## src/rtl/pkt_buf_pkg.sv

```systemverilog
// Shared constants and state encoding for the packet buffer writer.
package pkt_buf_pkg;

  localparam int PKT_ADDR_W = 9;
  localparam int PKT_DATA_W = 64;
  localparam int PKT_CTRL_W = 8;

  localparam logic [PKT_CTRL_W-1:0] CTRL_HDR     = 8'hFF;
  localparam logic [PKT_CTRL_W-1:0] CTRL_PAYLOAD = 8'h00;

  typedef enum logic [1:0] {
    ST_IDLE    = 2'd0,
    ST_PAYLOAD = 2'd1,
    ST_DROP    = 2'd2,
    ST_HOLD    = 2'd3
  } state_t;

endpackage

```

## src/rtl/pkt_buf_addr_ctr.sv

```systemverilog
// Buffer write address counter: clear wins over increment; full flags the
// last RAM entry so the writer knows a non-EOP word there overflows.
import pkt_buf_pkg::*;

module pkt_buf_addr_ctr #(
  parameter int ADDR_W = PKT_ADDR_W
) (
  input  logic              clk,
  input  logic              reset_n,
  input  logic              clr,
  input  logic              inc,
  output logic [ADDR_W-1:0] count,
  output logic              full
);

  // counter register
  always_ff @(posedge clk or negedge reset_n) begin
    if (!reset_n)  count <= '0;
    else if (clr)  count <= '0;
    else if (inc)  count <= count + 1'b1;
  end

  assign full = &count;

endmodule

```

## src/rtl/pkt_buf_writer.sv

```systemverilog
// Write-side packet capture engine: stores {ctrl,data} words into the packet
// buffer RAM, publishes tail/last ctrl, and holds the buffer until the CPU
// releases it. Oversize packets are consumed and dropped.
// Optional: define PKT_BUF_WRITER_OVF_CNT_EN to count dropped packets.
import pkt_buf_pkg::*;

module pkt_buf_writer #(
  parameter int ADDR_W = PKT_ADDR_W,
  parameter int DATA_W = PKT_DATA_W,
  parameter int CTRL_W = PKT_CTRL_W
) (
  input  logic                     clk,
  input  logic                     reset_n,
  input  logic [DATA_W-1:0]        in_data,
  input  logic [CTRL_W-1:0]        in_ctrl,
  input  logic                     in_wr,
  output logic                     in_rdy,
  output logic                     mem_we,
  output logic [ADDR_W-1:0]        mem_addr,
  output logic [CTRL_W+DATA_W-1:0] mem_wdata,
  output logic                     pkt_valid,
  output logic [ADDR_W-1:0]        pkt_tail,
  output logic [CTRL_W-1:0]        pkt_last_ctrl,
  input  logic                     cpu_release,
  output logic [15:0]              ovf_cnt
);

  state_t            state, state_nxt;
  logic              acc;
  logic              ctr_clr, ctr_inc, ctr_full;
  logic [ADDR_W-1:0] ctr;
  logic              wr_nxt, is_last, drop_end;

  assign acc       = in_wr & in_rdy;
  assign pkt_valid = (state == ST_HOLD);

  pkt_buf_addr_ctr #(.ADDR_W(ADDR_W)) u_ctr (
    .clk     (clk),
    .reset_n (reset_n),
    .clr     (ctr_clr),
    .inc     (ctr_inc),
    .count   (ctr),
    .full    (ctr_full)
  );

  // next-state, counter control and write strobe decode
  always_comb begin
    state_nxt = state;
    ctr_clr   = 1'b0;
    ctr_inc   = 1'b0;
    wr_nxt    = 1'b0;
    is_last   = 1'b0;
    drop_end  = 1'b0;
    case (state)
      ST_IDLE: begin
        // only a module header starts a packet; stray words are discarded
        if (acc && in_ctrl == CTRL_HDR) begin
          wr_nxt    = 1'b1;
          ctr_inc   = 1'b1;
          state_nxt = ST_PAYLOAD;
        end
      end
      ST_PAYLOAD: begin
        if (acc) begin
          wr_nxt  = 1'b1;
          ctr_inc = 1'b1;
          if (in_ctrl != CTRL_PAYLOAD) begin
            // any non-zero ctrl (even a repeated header) closes the packet
            is_last   = 1'b1;
            state_nxt = ST_HOLD;
          end else if (ctr_full) begin
            state_nxt = ST_DROP;
          end
        end
      end
      ST_DROP: begin
        if (acc && in_ctrl != CTRL_PAYLOAD) begin
          drop_end  = 1'b1;
          ctr_clr   = 1'b1;
          state_nxt = ST_IDLE;
        end
      end
      ST_HOLD: begin
        if (cpu_release) begin
          ctr_clr   = 1'b1;
          state_nxt = ST_IDLE;
        end
      end
      default: state_nxt = ST_IDLE;
    endcase
  end

  // state, ready, registered RAM write port and packet descriptor
  always_ff @(posedge clk or negedge reset_n) begin
    if (!reset_n) begin
      state         <= ST_IDLE;
      in_rdy        <= 1'b0;
      mem_we        <= 1'b0;
      mem_addr      <= '0;
      mem_wdata     <= '0;
      pkt_tail      <= '0;
      pkt_last_ctrl <= '0;
    end else begin
      state  <= state_nxt;
      in_rdy <= (state_nxt != ST_HOLD);
      mem_we <= wr_nxt;
      if (wr_nxt) begin
        mem_addr  <= ctr;
        mem_wdata <= {in_ctrl, in_data};
      end
      if (is_last) begin
        pkt_tail      <= ctr;
        pkt_last_ctrl <= in_ctrl;
      end
    end
  end

`ifdef PKT_BUF_WRITER_OVF_CNT_EN
  logic [15:0] ovf_q;

  // saturating dropped-packet counter
  always_ff @(posedge clk or negedge reset_n) begin
    if (!reset_n)                        ovf_q <= '0;
    else if (drop_end && ovf_q != 16'hFFFF) ovf_q <= ovf_q + 16'd1;
  end

  assign ovf_cnt = ovf_q;
`else
  logic drop_end_unused;
  assign drop_end_unused = drop_end;
  assign ovf_cnt         = '0;
`endif

endmodule

```

## config.mk

```make
export PLATFORM = sky130hd
export DESIGN_NAME = pkt_buf_writer
export DESIGN_NICKNAME = d
export VERILOG_FILES = /design/src/rtl/pkt_buf_pkg.sv /design/src/rtl/pkt_buf_addr_ctr.sv /design/src/rtl/pkt_buf_writer.sv
export SDC_FILE = /design/constraint.sdc
export NUM_CORES = 1
export LEC_CHECK = 0
export ABC_AREA = 1
export BUFFER_PORTS_ARGS = -buffer_cell sky130_fd_sc_hd__buf_2
export CORE_MARGIN = 5
export CORE_UTILIZATION = 41
export DETAILED_ROUTE_END_ITERATION = 7
export GPL_TIMING_DRIVEN = 0
export PLACE_DENSITY_LB_ADDON = 0.3
export SYNTH_ARGS = -nofsm -noshare
export SYNTH_HDL_FRONTEND = slang
export SYNTH_SLANG_ARGS = --single-unit
```

## constraint.sdc

```tcl
create_clock -name clk -period 2.1 [get_ports clk]
set_input_delay 0.42 -clock clk [delete_from_list [all_inputs] [get_ports clk]]
set_output_delay 0.42 -clock clk [all_outputs]
set_load 0.01 [all_outputs]
```

==> results of run 1 <==
-- cells by family (layout without fill, tap and decap cells) --
family / count (synthesis) / in the layout / synth area share
AND/OR/NAND/NOR: 315 / 315 / 0.271
buffers and inverters: 60 / 253 / 0.0720
XOR/XNOR: 2 / 2 / 0.00383
AO/OA/AOI/OAI: 36 / 36 / 0.0394
flip-flops: 111 / 111 / 0.608
other: 1 / 16 / 0.000821
adder cells (fa/ha/maj): 2 / 2 / 0.00548
-- cells in the mapped netlist, drive strengths merged --
master,count
a21oi,5
buf,37
nor3,1
nand3,12
ha,2
nand4,8
dfrtp,111
inv,23
nor2,16
o21ai,31
xor2,2
nand2,278
conb,1
-- through the flow --
step                total power, uW  setup TNS (ns)  hold WS (ns)
global placement               6010          -70.91         0.451
floorplan                      4820               0         0.124
detailed placement             6120               0         0.453
CTS                            7600               0         0.165
finish                         7500               0         0.116
global route                   8080               0         0.183
-- sequential cells by signal, indices dropped and copies added, names as in the netlist --
| signal | count |
|---|---|
| pkt_last_ctrl | 8 |
| mem_wdata | 72 |
| pkt_tail | 9 |
| mem_we | 1 |
| u_ctr.count | 9 |
| state | 2 |
| mem_addr | 9 |
| in_rdy | 1 |
-- where the power goes --
part / leakage, uW / total, uW / switching [uW] / internal [uW]
clock: 0.000119 / 1480 / 710 / 772
sequential: 0.00145 / 3440 / 456 / 2980
combinational: 0.00199 / 2590 / 1530 / 1060
total: 0.00357 / 7500 / 2700 / 4810
-- worst max-delay path: stages, from the launching register on --
cell,delay [ns]
dfrtp_1,0.47
ha_1,0.21
nand2_1,0.11
nor3_2,0.26
nand2_1,0.08
nor2_1,0.11
ha_1,0.18
nand2_1,0.05
o21ai_0,0.19
nand3_1,0.14
nand2_1,0.09
-- layout make-up --
cell class	count	area share
Multi-Input combinational cell	371	0.256
Clock inverter	4	0.0128
Buffer	37	0.0407
Timing Repair Buffer	177	0.153
Tap cell	140	0.0294
Sequential cell	111	0.466
Clock buffer	12	0.0277
Inverter	23	0.0145
-- per-layer routing --
| layer | up-vias | share of wire |
|---|---|---|
| met3 | 10 | 0.072 |
| met5 | - | 0 |
| met1 | 1896 | 0.43 |
| met2 | 144 | 0.49 |
| li1 | 2003 | - |
| met4 | 0 | 0.012 |
-- timing repair --
action                     in CTS  in global routing
hold buffers                    0                  0
setup endpoints to repair       0                  2
resized for setup               0                  1
-- worst paths after layout --
check	to	slack, ns	depth (start not counted)
setup / recovery	in_rdy	0.17	10
hold / removal	state[1]	0.12	1
setup reg to reg	in_rdy	0.17	10
hold reg to reg	mem_wdata[47]	0.47	2
max in group asynchronous	mem_wdata[38]	1.28	2
min in group clk	mem_wdata[14]	0.24	3
==> metrics.yaml, run 1 <==
status:
  status: "completed"
worst_setup_path:
  arrival_ns: 2.24
  crit_start: "u_ctr.count[0]"
  startpoint_type: "register"
  worstSetupPathType: "register to register"
  cp_max_fo: 6
  cp-end-kind: "register"
  rr_startpoint: "u_ctr.count[0]"
  cp.required_ns: 2.41
sta:
  hold_viol: 0
  setup_viol: 0
  fin_crit_ns: 1.93
  fin_ws_ns: 0.174
  max_freq_ghz: 0.519
  tightest_slew_ns: 0.815
  period_share: 0.917
  fin_skew_ns: 0.0109
  timing.slew.headroom: 0.457
  rsz0062_at_grt: "false"
  drv_slew: 0
global_route:
  grt_use_met3: 0.0376
  busiest_layer: "met2"
  grt_max_degree: 63
  grt_pass1_vias: 3941
  grt-ovfl-total: 0
  track_usage: 0.176
  grt_pass1_wl_mm: 18.7
  met1_usage: 0.229
  grt_antenna_before_repair: 0
  grt_use_met2: 0.297
cts:
  cts.sinks: 111
  cts_setup_buffers: 0
  h-tree-depth: 3
  cts_buffers: 9
  insertion_delay_ns: 0.37
  cts_buffer_depth: 2
  tritoncts: "done"
  cts_root_buf: "clkbuf_8"
  clk_pin_slew_worst_paths_ns: 0.10
cells_and_area:
  multi_input_area_sq_mm: 0.00152
  drive_above_1_share: 0.325
  layout_commonest_cell: "nand2_1"
  antenna_cells: 0
  layout.cells.non_filler: 875
  fin_util: 0.547
  finalInstanceArea_sq_mm: 0.00596
  nets: 808
  n_fill_cell: 1005
  final_cell_mix: "276 x nand2_1, 192 x buf_2, 111 x dfrtp_1, 28 x o21ai_0"
  areaGrowthSynthToFinish_pct: 30.4
  ff_latch_area_sq_mm: 0.00278
synthesis:
  synth_area_sq_mm: 0.00457
  yosys_warnings: 0
  ys_ff_latch: 111
  synthTopCellsByArea: "dfrtp_1 61%, nand2_1 23%, o21ai_0 3.1%, buf_4 3.0%, buf_2 1.9%"
  synth_cell_types: 21
  yosysTopAreaCell: "dfrtp_1"
  synthCells: 527
  synth_top_area_frac: 0.608
  ys_seq_area_frac: 0.608
  postSynthAreaPerCell_sq_um: 8.67
floorplanning:
  die_h_um: 116
  dieArea_sq_mm: 0.0134
  rows: 38
  die_w_um: 116
  start_util: 0.420
  core_area_sq_mm: 0.0109
  ios: 193
route:
  avgViaCountPerCell: 4.63
  drt-total-wl_mm: 11.6
  vias: 4053
  drt_iter0_markers: 261
  ant_nets: 0
  drc: 0
  first_pass_iters: 5
  wl_per_cell_um: 13.3
placement:
  place_inst: 859
  hpwl_mm: 8.91
  port_buffers: 176
  gp_routability_congestion: 0.798
  dpl_cell_area_sq_mm: 0.00571
  pre_cts_ws_ns: 0.116
power:
  p_leak_uw: 0.00357
  irDropWorstVdd_mv: 0.574
  powerDensity_mw_per_mm2: 1260
run:
  cap_viol_max_count: 0
min_path:
  min-delay-path-class: "primary input to async pin"
Note: power is estimated with default switching activity, not from simulation.
==> run 2: changes to the inputs <==
--- a/config.mk
+++ b/config.mk
@@ -12,6 +12,8 @@
 export DETAILED_ROUTE_END_ITERATION = 7
 export GPL_TIMING_DRIVEN = 0
 export PLACE_DENSITY_LB_ADDON = 0.3
+export RECOVER_POWER = 25
+export SLEW_MARGIN = 20
 export SYNTH_ARGS = -nofsm -noshare
 export SYNTH_HDL_FRONTEND = slang
 export SYNTH_SLANG_ARGS = --single-unit
==> metrics.yaml, run 2 (synthesized netlist as in run 1, its figures left out) <==
status:
  status: "complete, but fails checks"  # was completed
  failed_checks: "capacitance limit, slew limit"
min_path:
  hold_start: "in_data[14]"
  min-delay-path-class: "primary input to register"  # was primary input to async pin
cts:
  clk_pin_slew_worst_paths_ns: 0.10  # about the same
  tritoncts: "done"  # unchanged
  h-tree-depth: 3  # unchanged
  cts.sinks: 111  # unchanged
  cts_root_buf: "clkbuf_8"  # unchanged
  insertion_delay_ns: 0.36  # was 0.37 ns
  cts_buffer_depth: 2  # unchanged
  cts_setup_buffers: 0  # unchanged
  hold_buffers: 0  # unchanged
  cts_buffers: 9  # unchanged
  cts_resized: 0  # unchanged
floorplanning:
  start_util: 0.420  # unchanged
  rows: 38  # unchanged
  die_w_um: 116  # unchanged
  ios: 193  # unchanged
  core_area_sq_mm: 0.0109  # unchanged
  dieArea_sq_mm: 0.0134  # unchanged
  die_h_um: 116  # unchanged
worst_setup_path:
  critPathBufInv: 0  # unchanged
  crit_chain: "ha_1, nand2_1, nor3_2, nand2_1, nor2_1, ha_1, nand2_1, o21ai_0, nand3_1, nand2_1"  # unchanged
  cp_max_fo: 6  # unchanged
  rr_startpoint: "u_ctr.count[0]"  # unchanged
  critPathTopFamily: "simple AND/OR/NAND/NOR gates"  # unchanged
  cp.required_ns: 2.41  # about the same
  arrival_ns: 2.24  # about the same
  slowest_stage: "dfrtp_1"  # unchanged
  worstSetupPathType: "register to register"  # unchanged
  cp-end-kind: "register"  # unchanged
  max_stage_delay_ns: 0.48  # was 0.47 ns
  crit_start: "u_ctr.count[0]"  # unchanged
  startpoint_type: "register"  # unchanged
  crit_top_cell: "nand2_1"  # unchanged
route:
  first_pass_iters: 4  # was 5
  avgViaCountPerCell: 4.61  # was 4.63
  drt_iter0_markers: 205  # was 261
  wl_per_cell_um: 13.4  # was 13.3 um
  vias: 4033  # was 4053
  ant_nets: 0  # unchanged
  drc: 0  # unchanged
  drt-total-wl_mm: 11.7  # was 11.6 mm
global_route:
  grt_max_degree: 63  # unchanged
  grt-ovfl-total: 0  # unchanged
  track_usage: 0.177  # was 0.176
  grt_pass1_wl_mm: 19.0  # was 18.7 mm
  grt_antenna_before_repair: 0  # unchanged
  grt_pass1_vias: 3986  # was 3941
cells_and_area:
  areaGrowthSynthToFinish_pct: 30.1  # was 30.4%
  drive_above_1_share: 0.324  # was 0.325
  layout.cells.non_filler: 875  # unchanged
  n_fill_cell: 1036  # was 1005
  nets: 808  # unchanged
  top_register: "mem_wdata"  # unchanged
  largest_reg_flops: 72  # unchanged
  layout_commonest_cell: "nand2_1"  # unchanged
  final_cell_mix: "276 x nand2_1, 192 x buf_2, 111 x dfrtp_1, 28 x o21ai_0, 19 x inv_1"  # was 276 x nand2_1, 192 x buf_2, 111 x dfrtp_1, 28 x o21ai_0
  antenna_cells: 0  # unchanged
run:
  cap_viol_max_count: 1  # was 0
sta:
  hold_viol: 0  # unchanged
  holdWs_ns: 0.247  # was 0.116 ns
  period_share: 0.923  # was 0.917
  fin_ws_ns: 0.162  # was 0.174 ns
  drv_slew: 62  # was 0
  rsz0062_at_grt: "false"  # unchanged
  tightest_slew_ns: 1.58  # was 0.815 ns
  fin_crit_ns: 1.94  # was 1.93 ns
  max_freq_ghz: 0.516  # was 0.519 GHz
  fin_skew_ns: 0.00957  # was 0.0109 ns
  timing.slew.headroom: -0.0506  # was 0.457
  setup_viol: 0  # unchanged
placement:
  pre_cts_ws_ns: 0.115  # was 0.116 ns
  hpwl_mm: 8.98  # was 8.91 mm
  place_inst: 859  # unchanged
  port_buffers: 176  # unchanged
  gp_routability_congestion: 0.798  # unchanged
power:
  p_leak_uw: 0.00356  # was 0.00357 uW
  irDropWorstVdd_mv: 0.575  # was 0.574 mV
  powerDensity_mw_per_mm2: 1260  # about the same
run 2: worst min-delay path, stage by stage:
cell,delay (ns)
buf_2,0.07
nand2_1,0.04
nand2_1,0.05
run 2: path summary, 6_finish.rpt:
check | to | slack (ns) | cells past startpoint
max in group asynchronous | mem_wdata[37] | 0.71 | 1
min in group asynchronous | state[1] | 0.44 | 1
max reg2reg | in_rdy | 0.16 | 10
min | mem_wdata[14] | 0.25 | 3
max | in_rdy | 0.16 | 10
min reg2reg | mem_wdata[1] | 0.47 | 2
run 2: area by class of cell:
cell class,count,area [sq um],area share
buffer,37,243,0.0408
multi-input combinational,371,1520,0.256
inverter,23,86.3,0.0145
sequential,111,2780,0.467
tap,140,175,0.0295
clock inverter,4,76.3,0.0128
timing repair buffer,177,908,0.153
clock buffer,12,155,0.0261
run 2: routing by layer:
metal	up-vias	track usage	wire, um
li1	1996	-	-
met1	1896	0.231	4930
met2	132	0.302	5770
met3	9	0.0355	871
met4	0	0.0509	128
met5	-	0	0
run 2: power breakdown:
part	internal [uW]	switching, uW	leakage (uW)
Sequential	2980	458	0.00145
Combinational	1060	1540	0.00199
Clock	743	690	0.000113
Total	4780	2690	0.00356
run 2: stage by stage:
stage	power (uW)	cell area, sq um	util	setup TNS (ns)
2_1_floorplan	4820	4630	-	0
3_3_place_gp	6010	5680	0.522	-70.91
3_5_place_dp	6130	5720	0.525	0
4_1_cts	7580	5950	0.546	0
5_1_grt	8050	5950	0.546	0
6_report	7470	5950	0.546	0
